**config.mk**
```make
export PLATFORM = sky130hd
export DESIGN_NAME = mult_4bit_seq
export DESIGN_NICKNAME = d
export VERILOG_FILES = /design/src/rtl/mult_pkg.sv /design/src/rtl/mult_4bit_seq_fulladder.sv /design/src/rtl/mult_4bit_seq.sv
export SDC_FILE = /design/constraint.sdc
export NUM_CORES = 1
export LEC_CHECK = 0
export CORE_AREA = 2 2 54 56
export DETAILED_ROUTE_END_ITERATION = 10
export DIE_AREA = 0 0 56 58
export HOLD_SLACK_MARGIN = 0.02
export PLACE_DENSITY_LB_ADDON = 0.15
export SLEW_MARGIN = 30
export SYNTH_ARGS = -nofsm -noshare
export SYNTH_HDL_FRONTEND = slang
export SYNTH_SLANG_ARGS = --single-unit
```
**constraint.sdc**
```tcl
create_clock -name clk -period 2.2 [get_ports clk]
set_clock_uncertainty 0.2 [all_clocks]
set_input_delay 0.55 -clock clk [delete_from_list [all_inputs] [get_ports clk]]
set_output_delay 0.55 -clock clk [all_outputs]
set_load 0.05 [all_outputs]
```
**src/rtl/mult_pkg.sv**
```systemverilog
// Shared definitions for the 4-bit sequential shift-add multiplier:
// operand width and FSM state encodings used by RTL and bench alike.
package mult_pkg;

  localparam int WIDTH = 4;

  typedef enum logic [1:0] {
    IDLE = 2'b00,
    CALC = 2'b01,
    DONE = 2'b10
  } state_e;

endpackage

```
**src/rtl/mult_4bit_seq_fulladder.sv**
```systemverilog
// Combinational WIDTH-bit ripple-carry adder; carry out is kept so the
// multiplier never loses the top bit of a partial sum.
module fulladder
  import mult_pkg::*;
(
  input  logic [WIDTH-1:0] a,
  input  logic [WIDTH-1:0] b,
  output logic [WIDTH-1:0] out,
  output logic             carry
);

  logic cy;

  always_comb begin
    cy  = 1'b0;
    out = '0;
    for (int i = 0; i < WIDTH; i++) begin
      out[i] = a[i] ^ b[i] ^ cy;
      cy     = (a[i] & b[i]) | (cy & (a[i] ^ b[i]));
    end
    carry = cy;
  end

endmodule

```
**src/rtl/mult_4bit_seq.sv**
```systemverilog
// Sequential 4x4 unsigned multiplier: one shift-add step per cycle, four steps,
// then a single-cycle done pulse with the registered 8-bit product.
module mult_4bit_seq
  import mult_pkg::*;
(
  input  logic               clk,
  input  logic               rst_n,
  input  logic               start,
  input  logic [WIDTH-1:0]   a,
  input  logic [WIDTH-1:0]   b,
  output logic               busy,
  output logic               done,
  output logic [2*WIDTH-1:0] product
);

  state_e               state_q;
  logic [WIDTH-1:0]     mcand_q;
  logic [WIDTH-1:0]     mplier_q;
  logic [WIDTH-1:0]     acc_q;
  logic [1:0]           cnt_q;
  logic                 busy_q;
  logic                 done_q;
  logic [2*WIDTH-1:0]   product_q;

  logic [WIDTH-1:0]     add_sum;
  logic                 add_carry;
  logic [WIDTH:0]       ext_d;
  logic [WIDTH-1:0]     acc_d;
  logic [WIDTH-1:0]     mplier_d;

  fulladder u_add (
    .a     (acc_q),
    .b     (mcand_q),
    .out   (add_sum),
    .carry (add_carry)
  );

  // {carry, sum, multiplier} shifted right by one; the multiplier LSB falls off.
  always_comb begin
    ext_d    = mplier_q[0] ? {add_carry, add_sum} : {1'b0, acc_q};
    acc_d    = ext_d[WIDTH:1];
    mplier_d = {ext_d[0], mplier_q[WIDTH-1:1]};
  end

  always_ff @(posedge clk) begin
    if (!rst_n) begin
      state_q   <= IDLE;
      mcand_q   <= '0;
      mplier_q  <= '0;
      acc_q     <= '0;
      cnt_q     <= '0;
      busy_q    <= 1'b0;
      done_q    <= 1'b0;
      product_q <= '0;
    end else begin
      case (state_q)
        IDLE: begin
          if (start) begin
            mcand_q  <= a;
            mplier_q <= b;
            acc_q    <= '0;
            cnt_q    <= '0;
            busy_q   <= 1'b1;
            state_q  <= CALC;
          end
        end
        CALC: begin
          acc_q    <= acc_d;
          mplier_q <= mplier_d;
          cnt_q    <= cnt_q + 2'd1;
          if (cnt_q == 2'd3) begin
            busy_q    <= 1'b0;
            done_q    <= 1'b1;
            product_q <= {acc_d, mplier_d};
            state_q   <= DONE;
          end
        end
        DONE: begin
          done_q  <= 1'b0;
          state_q <= IDLE;
        end
        default: begin
          busy_q  <= 1'b0;
          done_q  <= 1'b0;
          state_q <= IDLE;
        end
      endcase
    end
  end

  assign busy    = busy_q;
  assign done    = done_q;
  assign product = product_q;

endmodule

```
# --- Yosys cells after proc, flatten, opt, wreduce, memory -nomap -nowiden ---
# Cells that the tools add are included.
# W data, S select, Z words.
totals:
  ff_bits: 26
  input_bits: 11
  out_inout_bits: 10
  word_cells: 56
op_classes:
  add_sub_neg: 1
  n_eq_ne: 5
  n_mux: 15
  bitwise_logic: 19
  n_reduce_logical: 8
op_table:
  columns: ["op", "n"]
  rows:
  - ["$pmux W4 S2", 2]
  - ["$reduce_and A2 Y1", 5]
  - ["$mux W4", 2]
  - ["$pmux W2 S2", 2]
  - ["$and A1 B1 Y1", 7]
  - ["$xor A1 B1 Y1", 7]
  - ["$mux W2", 3]
  - ["$mux W5", 1]
  - ["$eq A2 B2 Y1 const B", 2]
  - ["$ne A2 B2 Y1 const B", 2]
  - ["$mux W1", 3]
  - ["$or A1 B1 Y1", 3]
  - ["$pmux W1 S3", 1]
  - ["$reduce_and A3 Y1", 1]
  - ["$add A2 B1 Y2 const B", 1]
  - ["$eq A2 B1 Y1 const B", 1]
  - ["$logic_not A2 Y1", 1]
  - ["$not A1 Y1", 2]
  - ["$pmux W1 S2", 1]
  - ["$reduce_bool A2 Y1", 1]

# --- Depth between registers and ports, before layout ---
# Gate-level depths: netlist of run 1.
logic_depth:
  word_depth: 9
  mapped_depth: 9
  depth_no_buf: 9

# --- Hierarchy ---
# Synthesis of run 1 repeated with hierarchy kept, for this count alone.
unflattened:
  hier_cells: 122
  area_unflattened_um2: 1229.9
by_module_without_submodules:
  columns: ["mod", "n_inst", "cells_per_inst", "area_each_um2", "seq_area_each_um2"]
  rows:
  - ["mult_4bit_seq", 1, 108, 1119.8, 520.5]
  - ["fulladder", 1, 14, 110.1, 0.0]

# --- Worst setup path before layout of run 1 ---
# OpenSTA, ideal clock, no wires.
synth_timing:
  path_kind: "flip-flop to flip-flop"
  startpoint: "register mcand_q[0]"
  endpoint: "register acc_q[2]"
  setup_ps: 59
  arrival_time_ps: 1958
  required_ps: 1941
  slack_ps: -17
  stages_incl_launch_ff: 10
  n_path_buf: 0
  synth_period_minus_slack_ps: 2217
  path_cell_list: "dfxtp_1 -> ha_1 -> inv_1 -> fa_1 -> inv_1 -> fa_1 -> fa_1 -> mux2i_1 -> o32ai_1 -> and2_1"
synth_via:
  elab_chain_cells: 8
synth_lines:
  columns: ["element", "line_no", "source"]
  rows:
  - ["start: declaration", "mult_4bit_seq.sv:17", "logic [WIDTH-1:0] mcand_q;"]
  - ["start signal: assignment", "mult_4bit_seq.sv:48", "mcand_q <= '0;"]
  - ["start signal: assignment", "mult_4bit_seq.sv:59", "mcand_q <= a;"]
  - ["$and A1 B1 Y1 (2 in series)", "mult_4bit_seq_fulladder.sv:19", "cy = (a[i] & b[i]) | (cy & (a[i] ^ b[i]));"]
  - ["$or A1 B1 Y1", "mult_4bit_seq_fulladder.sv:19", null]
  - ["$and A1 B1 Y1", "mult_4bit_seq_fulladder.sv:19", null]
  - ["$or A1 B1 Y1", "mult_4bit_seq_fulladder.sv:19", null]
  - ["$xor A1 B1 Y1", "mult_4bit_seq_fulladder.sv:18", "out[i] = a[i] ^ b[i] ^ cy;"]
  - ["$mux W5", "mult_4bit_seq.sv:40", "ext_d = mplier_q[0] ? {add_carry, add_sum} : {1'b0, acc_q};"]
  - ["$pmux W4 S2", "mult_4bit_seq.sv:56", "case (state_q)"]
  - ["end signal: assignment", "mult_4bit_seq.sv:50", "acc_q <= '0;"]
  - ["end signal: assignment", "mult_4bit_seq.sv:61", "acc_q <= '0;"]
  - ["end signal: assignment", "mult_4bit_seq.sv:68", "acc_q <= acc_d;"]
  - ["end: declaration", "mult_4bit_seq.sv:19", "logic [WIDTH-1:0] acc_q;"]
# No other way between the ends.
# A chain may end at the register's enable or synchronous reset.

# --- Final worst setup path of run 1 ---
# Ends and elaborated chain as after synthesis.

==> Flow_metrics.wiki, run 1 <==
{| class="wikitable"
! Metric !! Value
|-
| Layout cell share with drive strength beyond 1 || between 20% and 30%
|-
| Transition time of the tightest slew-check pin || 0.416 ns
|-
| Area Growth Syn to Fin || 23.7%
|-
| Final period util || 102%
|-
| Net total in the final layout || 158
|-
| Number of unique standard cell types used by synthesis || 30
|-
| Wire length of the first global-routing pass || 3750 µm
|-
| Largest net degree at the start of global routing || 16
|-
| Max-Cap Viols || 0
|-
| Combined global-route utilization of all metal layers || 14.8%
|-
| Sequential share of the synthesized area || 45.2%
|-
| # diodes || 0
|-
| Synth Area in Simple Gates || between 10% and 20%
|-
| Synth warnings || 0
|-
| Class of the most critical setup path || reg -> reg
|-
| Post-CTS repair timing setup buffer count || 0
|-
| Beginning of the worst register-to-register path || mcand_q[0]
|-
| Static leakage power || 0.551 nW
|-
| Skew-Pair Late Insertion Delay || 0.32 ns
|-
| Vias after detailed routing || 873
|-
| Number of top-level design ports || 21
|-
| Most common cell after layout, fill and taps aside || dfxtp_1
|-
| Die Ht || between 50 and 60 µm
|-
| Root Buffer Master || clkbuf_4
|-
| Clock slew at the register clock pins of the worst setup and hold paths || 0.15 ns
|-
| CP max FO || 2
|-
| Synthesized-area fraction occupied by adder cells || 7.38%
|-
| Drt drc || 0
|-
| Drt pass-1 iters || 4
|-
| Crit-path cells || ha_4, inv_2, fa_2, inv_2, fa_2, fa_1, mux2i_1, o32ai_1, and2_1
|-
| Final-layout setup total negative slack || -0.0606 ns
|-
| Antenna violations before repair || 0
|-
| Die area || 3250 µm²
|-
| Number of register bits inferred by synthesis || 26
|-
| Startpoint Class || register
|-
| Relative max-transition margin || 72.2%
|-
| Number of setup violations in the final report || 2
|-
| Site row count || 19
|-
| DPL Wire Length || 1640 µm
|-
| Synth Cell Area || 1150 µm²
|-
| Highest-count cells in the layout ignoring fill and taps || dfxtp_1 (24), buf_4 (16), nand2_1 (12), a21oi_1 (12), nor2_1 (11)
|-
| Worst setup slack after layout || -0.0435 ns
|-
| Critical Path RT || 2.28 ns
|-
| Final hold vios || 0
|-
| Post-route cell area || ~1400 µm²
|-
| Number of inserted filler cells in the final layout || 254
|-
| Per-instance average area after synthesis || a little under 10 µm²
|-
| Antenna Violating Nets Remaining || 0
|-
| Post-CTS Hold Fix Bufs || 0
|-
| Initial core utilization || 43.3%
|-
| Tmin final || approximately 2.2 ns
|-
| Main combinational cell family by area after synthesis || compound AO/OA/AOI/OAI gates
|-
| Xor and xnor area share after synthesis || 0%
|-
| H-tree lvl count || 1
|-
| Max Clock Freq || 446 MHz
|-
| Min-delay worst type || reg -> reg
|-
| Via density per instance || 5.08
|-
| Failing checks || setup timing
|-
| Maximum buffer depth of the clock tree || 2
|-
| Data arrival, critical path || 2.32 ns
|-
| Die Width || approximately 56 µm
|-
| Setup crit start || mcand_q[0]
|-
| Via count of the first global-routing pass || about 840
|-
| Placed cell areas || 1360 µm²
|-
| Initial detailed-routing violation count || 19
|-
| Slowest stage cell on the critical path || fa_1
|-
| Count of final max-slew check failures || 0
|-
| Number of clock buffers inserted by TritonCTS || 3
|-
| Share of synthesized area spent on multiplexers || between 8 and 9%
|-
| Gate count after technology mapping || 119
|-
| GR Overflow Total || 0
|-
| Post-synthesis compound-gate area fraction || 15.9%
|-
| Clock tree from TritonCTS || done
|-
| Final RePlAce weighted congestion || 0.740
|-
| Routed wire per std cell || between 10 and 15 µm
|-
| Routed wire length || ~2300 µm
|-
| Buffers added on ports || 20
|-
| Sink count of the clock tree || 26
|-
| RSZ-0062 raised after global routing || true
|-
| Delay of the slowest cell on the worst path || around 0.48 ns
|-
| Maximum resistive drop on vdd || approximately 0.41 mV
|-
| CORE AREA || about 2700 µm²
|-
| Critical path capture point type || register
|-
| Run status || finished with violations
|-
| Post-Syn Nets || between 100 and 150
|-
| Hold path startpoint || product[1]
|-
| Power density over cell area || 660 nW/µm²
|}
[path summary, 6_finish.rpt]
kind                                   end  slack, ns  cells after the start
worst min register to register  product[1]       0.27                      2
worst min-delay path            product[1]       0.27                      2
worst max-delay path              acc_q[2]      -0.04                      9
worst max register to register    acc_q[2]      -0.04                      9
[flip-flops by register name, indices dropped and copies added, names as in the netlist]
name,cells
cnt_q,2
mcand_q,4
product,8
mplier_q,4
state_q,2
done,1
acc_q,4
busy,1
[worst max-delay path, delay by kind of cell (launching register included)]
kind            cells  cell delay [ns]
fa+ha+maj           4             1.13
flops               1             0.36
compound gates      1             0.21
simple gates        1             0.15
buf+inv             2             0.09
mux                 1             0.08
[cell type report]
class,count,area [µm²],share of cell area [%]
Timing Repair Buffer,26,220,15.5
Sequential cell,26,523,36.7
Clock inverter,1,30.0,2.11
Multi-Input combinational cell,78,564,39.6
Tap cell,31,38.8,2.72
Inverter,7,26.3,1.84
Clock buffer,3,22.5,1.58
[logic make-up after synthesis]
| group | Yosys count |
|---|---|
| AO/OA/AOI/OAI | 29 |
| AND/OR/NAND/NOR | 34 |
| flip-flops | 26 |
| adder cells (fa/ha/maj) | 5 |
| buffers and inverters | 15 |
| multiplexers | 10 |
[metrics by stage]
stage                     hold slack (ns)  util [%]  power [mW]  setup WS, ns  cells
after floorplan                     0.241         -       0.583        0.0200    119
after global placement              0.245      50.9       0.620       -0.0382    168
after detailed placement            0.252      50.9       0.621       -0.0675    168
after CTS                           0.272      53.5       0.949       -0.0614    172
after global routing                0.295      53.5       0.980        -0.139    172
final                               0.267      53.5       0.941       -0.0435    172
[routing by layer]
metal / global-route usage [%] / share of wire (%) / vias up
met2: 24.4 / 49 / 13
met1: 20.1 / 47 / 407
met3: 2.23 / 3.1 / 2
met5: 0 / 0 / -
met4: 5.10 / 0.98 / 0
li1: - / - / 451
[synthesized netlist by cell type]
cell type	count	area, µm²
a211oi_1	4	30.0
a21oi_1	12	60.1
a22oi_1	1	7.51
a32oi_1	1	8.76
and2_1	2	12.5
and3b_2	1	10.0
buf_2	3	15.0
buf_6	2	22.5
clkbuf_1	2	7.51
clkbuf_8	1	13.8
dfxtp_1	26	521
fa_1	3	60.1
ha_1	2	25.0
inv_1	7	26.3
mux2i_1	10	100
nand2_1	12	45.0
nand3_1	1	5.00
nand3b_1	1	7.51
nor2_1	11	41.3
nor2b_1	1	6.26
nor2b_4	1	13.8
nor3_1	2	10.0
nor3b_4	1	18.8
o211ai_1	2	15.0
o21ai_0	4	20.0
o21ba_2	1	10.0
o21bai_1	1	7.51
o22ai_1	1	6.26
o32ai_1	2	17.5
or3b_1	1	8.76
[timing repair]
action | 4_1_cts | 5_1_grt
pin swaps | 1 | 1
gates resized for setup | 7 | 0
endpoints found under the setup margin | 2 | 3
[where the power goes]
part	switching (mW)	internal [mW]	leakage, nW
logic	0.0501	0.0542	0.310
clock network	0.144	0.184	0.0279
registers	0.0188	0.489	0.213
total	0.213	0.727	0.551
Power figures use the tool's default switching activity.
==> inputs of run 2 (changes only) <==
--- a/config.mk
+++ b/config.mk
@@ -5,12 +5,13 @@
 export SDC_FILE = /design/constraint.sdc
 export NUM_CORES = 1
 export LEC_CHECK = 0
-export CORE_AREA = 2 2 54 56
+export CORE_AREA = 2 2 55 57
 export DETAILED_ROUTE_END_ITERATION = 10
-export DIE_AREA = 0 0 56 58
+export DIE_AREA = 0 0 57 59
 export HOLD_SLACK_MARGIN = 0.02
 export PLACE_DENSITY_LB_ADDON = 0.15
 export SLEW_MARGIN = 30
 export SYNTH_ARGS = -nofsm -noshare
 export SYNTH_HDL_FRONTEND = slang
+export SYNTH_HIERARCHICAL = 1
 export SYNTH_SLANG_ARGS = --single-unit
==> Flow_metrics.wiki, run 2 <==
{| class="wikitable"
! Metric !! Value
|-
| Run status || finished with violations (unchanged)
|-
| Failing checks || setup timing (unchanged)
|-
| DPL Wire Length || 1580 µm (was 1640 µm)
|-
| Synth warnings || 6 (was 0)
|-
| Worst setup slack after layout || -0.153 ns (was -0.0435 ns)
|-
| Root Buffer Master || clkbuf_4 (unchanged)
|-
| Maximum resistive drop on vdd || 0.410 mV (was 0.407 mV)
|-
| Fraction of power consumed by combinational cells || 12.2% (was 11.1%)
|-
| Highest-count cells in the layout ignoring fill and taps || dfxtp_1 (24), mux2i_1 (17), buf_4 (15) (was dfxtp_1 (24), buf_4 (16), nand2_1 (12), a21oi_1 (12), nor2_1 (11))
|-
| Async set-or-reset flop fraction in the synthesized netlist || 0% (unchanged)
|-
| Site row count || 19 (unchanged)
|-
| Number of inserted filler cells in the final layout || 267 (was 254)
|-
| Critical path capture point type || register (unchanged)
|-
| Reg-to-reg slack, setup || -0.15 ns (was -0.04 ns)
|-
| Switching Fraction || 23.7% (was 22.7%)
|-
| Power share of the sequential group || 59.6% (was 54.0%)
|-
| Clk network pwr share || 28.2% (was 34.9%)
|-
| Sink count of the clock tree || 26 (unchanged)
|-
| Number of unique standard cell types used by synthesis || 26 (was 30)
|-
| Final worst hold slack || 0.320 ns (was 0.267 ns)
|-
| Relative max-transition margin || 60.6% (was 72.2%)
|-
| Skew-Pair Late Insertion Delay || 0.31 ns (was 0.32 ns)
|-
| Largest net degree at the start of global routing || 27 (was 16)
|-
| Wire length of the first global-routing pass || 3860 µm (was 3750 µm)
|-
| Most common cell type on the critical path || inv_2
|-
| Power density over cell area || 566 nW/µm² (was 660 nW/µm²)
|-
| CP max FO || 2 (unchanged)
|-
| Via density per instance || 5.05 (was 5.08)
|-
| Via count of the first global-routing pass || 882 (was 837)
|-
| Routed wire length || 2250 µm (about the same)
|-
| Net total in the final layout || 160 (was 158)
|-
| Die Width || 57 µm (was 56 µm)
|-
| Top post-synthesis cells by area || dfxtp_1 (42%), mux2i_1 (14%), nor2b_1 (6.6%) (was dfxtp_1 (45%), mux2i_1 (8.7%), a21oi_1 (5.2%))
|-
| Most instantiated library cell after synthesis || dfxtp_1 (unchanged)
|-
| Share of synthesized area spent on multiplexers || 13.8% (was 8.69%)
|-
| Antenna violations before repair || 0 (unchanged)
|-
| Number of register bits inferred by synthesis || 26 (unchanged)
|-
| Final RePlAce weighted congestion || 0.782 (was 0.740)
|-
| Class of the most critical setup path || reg -> reg (unchanged)
|-
| Total chip power || 845 µW (was 941 µW)
|-
| Placed cell areas || 1440 µm² (was 1360 µm²)
|-
| Delay of the slowest cell on the worst path || 0.47 ns (was 0.48 ns)
|-
| Per-instance average area after synthesis || 10.1 µm² (was 9.68 µm²)
|-
| Layout cell share with drive strength beyond 1 || 20.3% (was 22.0%)
|-
| Die area || 3360 µm² (was 3250 µm²)
|-
| CORE AREA || 2710 µm² (was 2660 µm²)
|-
| Max reg flops || 8 (unchanged)
|-
| Synthesized-area fraction occupied by adder cells || 6.92% (was 7.38%)
|-
| Gate count after technology mapping || 122 (was 119)
|-
| Post-route cell area || 1490 µm² (was 1430 µm²)
|-
| Sequential share of the synthesized area || 42.3% (was 45.2%)
|-
| Number of setup violations in the final report || 2 (unchanged)
|-
| Combined global-route utilization of all metal layers || 14.7% (was 14.8%)
|-
| Final hold vios || 0 (unchanged)
|-
| Count of final max-slew check failures || 0 (unchanged)
|-
| Crit-path cells || ha_4, inv_2, fa_2, inv_2, fa_2, inv_2, fa_1, inv_1, mux2i_1, o2bb2ai_1, and2_1 (was ha_4, inv_2, fa_2, inv_2, fa_2, fa_1, mux2i_1, o32ai_1, and2_1)
|-
| # diodes || 0 (unchanged)
|-
| Post-synthesis compound-gate area fraction || 13.5% (was 15.9%)
|-
| Number of top-level design ports || 21 (unchanged)
|-
| Top cells by instance count after synthesis || dfxtp_1 (26), mux2i_1 (17), nor2b_1 (13) (was dfxtp_1 (26), a21oi_1 (12), nand2_1 (12))
|-
| Critical Path RT || 2.23 ns (was 2.28 ns)
|-
| Main combinational cell family by area after synthesis || simple AND/OR/NAND/NOR gates (was compound AO/OA/AOI/OAI gates)
|-
| Routed wire per std cell || 12.9 µm (was 13.1 µm)
|-
| Post-Syn Nets || 138 (was 135)
|-
| Fraction of synthesized cell area taken by the top area cell type || 42.3% (was 45.2%)
|-
| Dominant register cell in the synthesized netlist || dfxtp_1 (unchanged)
|-
| Most common cell after layout, fill and taps aside || dfxtp_1 (unchanged)
|-
| Die Ht || 59 µm (was 58 µm)
|-
| Slowest stage cell on the critical path || fa_1 (unchanged)
|-
| Synth Area in Simple Gates || 16.1% (was 15.5%)
|-
| Final period util || 107% (was 102%)
|-
| Clock slew at the register clock pins of the worst setup and hold paths || 0.14 ns (was 0.15 ns)
|-
| Initial detailed-routing violation count || 23 (was 19)
|-
| Maximum buffer depth of the clock tree || 2 (unchanged)
|-
| Number of clock buffers inserted by TritonCTS || 3 (unchanged)
|-
| Library cell occupying the most area in the post-synthesis netlist || dfxtp_1 (unchanged)
|-
| Vias after detailed routing || 879 (was 873)
|-
| Max Clock Freq || 425 MHz (was 446 MHz)
|-
| Drt drc || 0 (unchanged)
|-
| Count of flip-flops with a built-in enable after synthesis || 0 (unchanged)
|-
| Static leakage power || 0.648 nW (was 0.551 nW)
|-
| GR Overflow Total || 0 (unchanged)
|-
| Net Switching || 200 µW (was 213 µW)
|-
| Clock tree from TritonCTS || done (unchanged)
|-
| Buffers added on ports || 20 (unchanged)
|-
| Max-Cap Viols || 0 (unchanged)
|-
| Drt pass-1 iters || 4 (unchanged)
|-
| Xor and xnor area share after synthesis || 0% (unchanged)
|-
| Tmin final || 2.35 ns (was 2.24 ns)
|-
| Initial core utilization || 45.4% (was 43.3%)
|-
| Antenna Violating Nets Remaining || 0 (unchanged)
|-
| Startpoint Class || register (unchanged)
|-
| Min-delay worst type || reg -> reg (unchanged)
|-
| H-tree lvl count || 1 (unchanged)
|-
| Area Growth Syn to Fin || 21.4% (was 23.7%)
|-
| RSZ-0062 raised after global routing || true (unchanged)
|-
| Synth Cell Area || 1230 µm² (was 1150 µm²)
|-
| Int Power || 644 µW (was 727 µW)
|-
| Transition time of the tightest slew-check pin || 0.591 ns (was 0.416 ns)
|-
| Data arrival, critical path || 2.38 ns (was 2.32 ns)
|}
[run 2: cell types whose count changed after synthesis, sizes merged, moves of 3 or more]
| cell | delta |
|---|---|
| a211oi | -4 |
| a21oi | -7 |
| and2 | +3 |
| inv | +5 |
| mux2i | +7 |
| nand2 | -7 |
| nand2b | +3 |
| nor2 | -11 |
| nor2b | +11 |
| o211a | +4 |
| o21a | +3 |
| o2bb2ai | +3 |
[run 2: critical path: cells and delay by family (launching register included)]
family | cells | cell delay [ns]
adder cells (fa/ha/maj) | 4 | 1.12
AO/OA/AOI/OAI | 1 | 0.08
multiplexers | 1 | 0.17
buffers and inverters | 4 | 0.17
AND/OR/NAND/NOR | 1 | 0.16
flip-flops | 1 | 0.37
[run 2: cell families after synthesis]
logic type | count (synthesis)
DFF | 26
muxes | 17
adders and majority gates | 5
and+or+nand+nor | 31
buffers and inverters | 20
AOI/OAI and AO/OA | 23
[run 2: timing repair]
| item | CTS | global route |
|---|---|---|
| pin swaps | 2 | 4 |
| hold buffers | 0 | 0 |
| endpoints found under the setup margin | 2 | 4 |
| hold endpoints to repair | 0 | 0 |
| buffers inserted | 0 | 0 |
| gates resized for setup | 4 | 4 |
[run 2: through the flow]
stage	util [%]	instances	setup TNS [ns]	worst slack (ns)
after floorplan	-	122	-0.0719	-0.0498
after global placement	53.0	170	-0.198	-0.105
after detailed placement	53.0	170	-0.331	-0.180
after CTS	54.6	174	-0.303	-0.173
after global routing	55.1	174	-0.615	-0.259
final	55.1	174	-0.275	-0.153
[run 2: final timing paths]
kind,end,from,depth (start not counted)
worst max-delay path,acc_q[2],mcand_q[0],11
worst min-delay path,product[4],product[4],1
worst max register to register,acc_q[2],mcand_q[0],11
worst min register to register,product[4],product[4],1
[run 2: routing by layer]
layer  vias up  GRT usage (%)  wire length (µm)
met5         -              0                 0
met4         0           5.98                18
met3         2           2.62                84
met2        14           24.0              1030
met1       416           19.6              1120
li1        447              -                 -
[run 2: power by group through the flow]
stage | Sequential, mW | Clock (mW) | Combinational, mW
6_report | 0.504 | 0.238 | 0.103
5_1_grt | 0.507 | 0.267 | 0.115
4_1_cts | 0.503 | 0.250 | 0.104
3_5_place_dp | 0.513 | 0 | 0.103
3_3_place_gp | 0.513 | 0 | 0.102
2_1_floorplan | 0.512 | 0 | 0.0657
[run 2: final cells by class]
class                      count  area [µm²]  share of cell area, %
timing repair buffer          25         213                   14.2
clock buffer                   4        36.3                   2.43
inverter                      12        45.0                   3.02
multi-input combinational     76         637                   42.7
sequential                    26         523                   35.0
tap                           31        38.8                   2.60
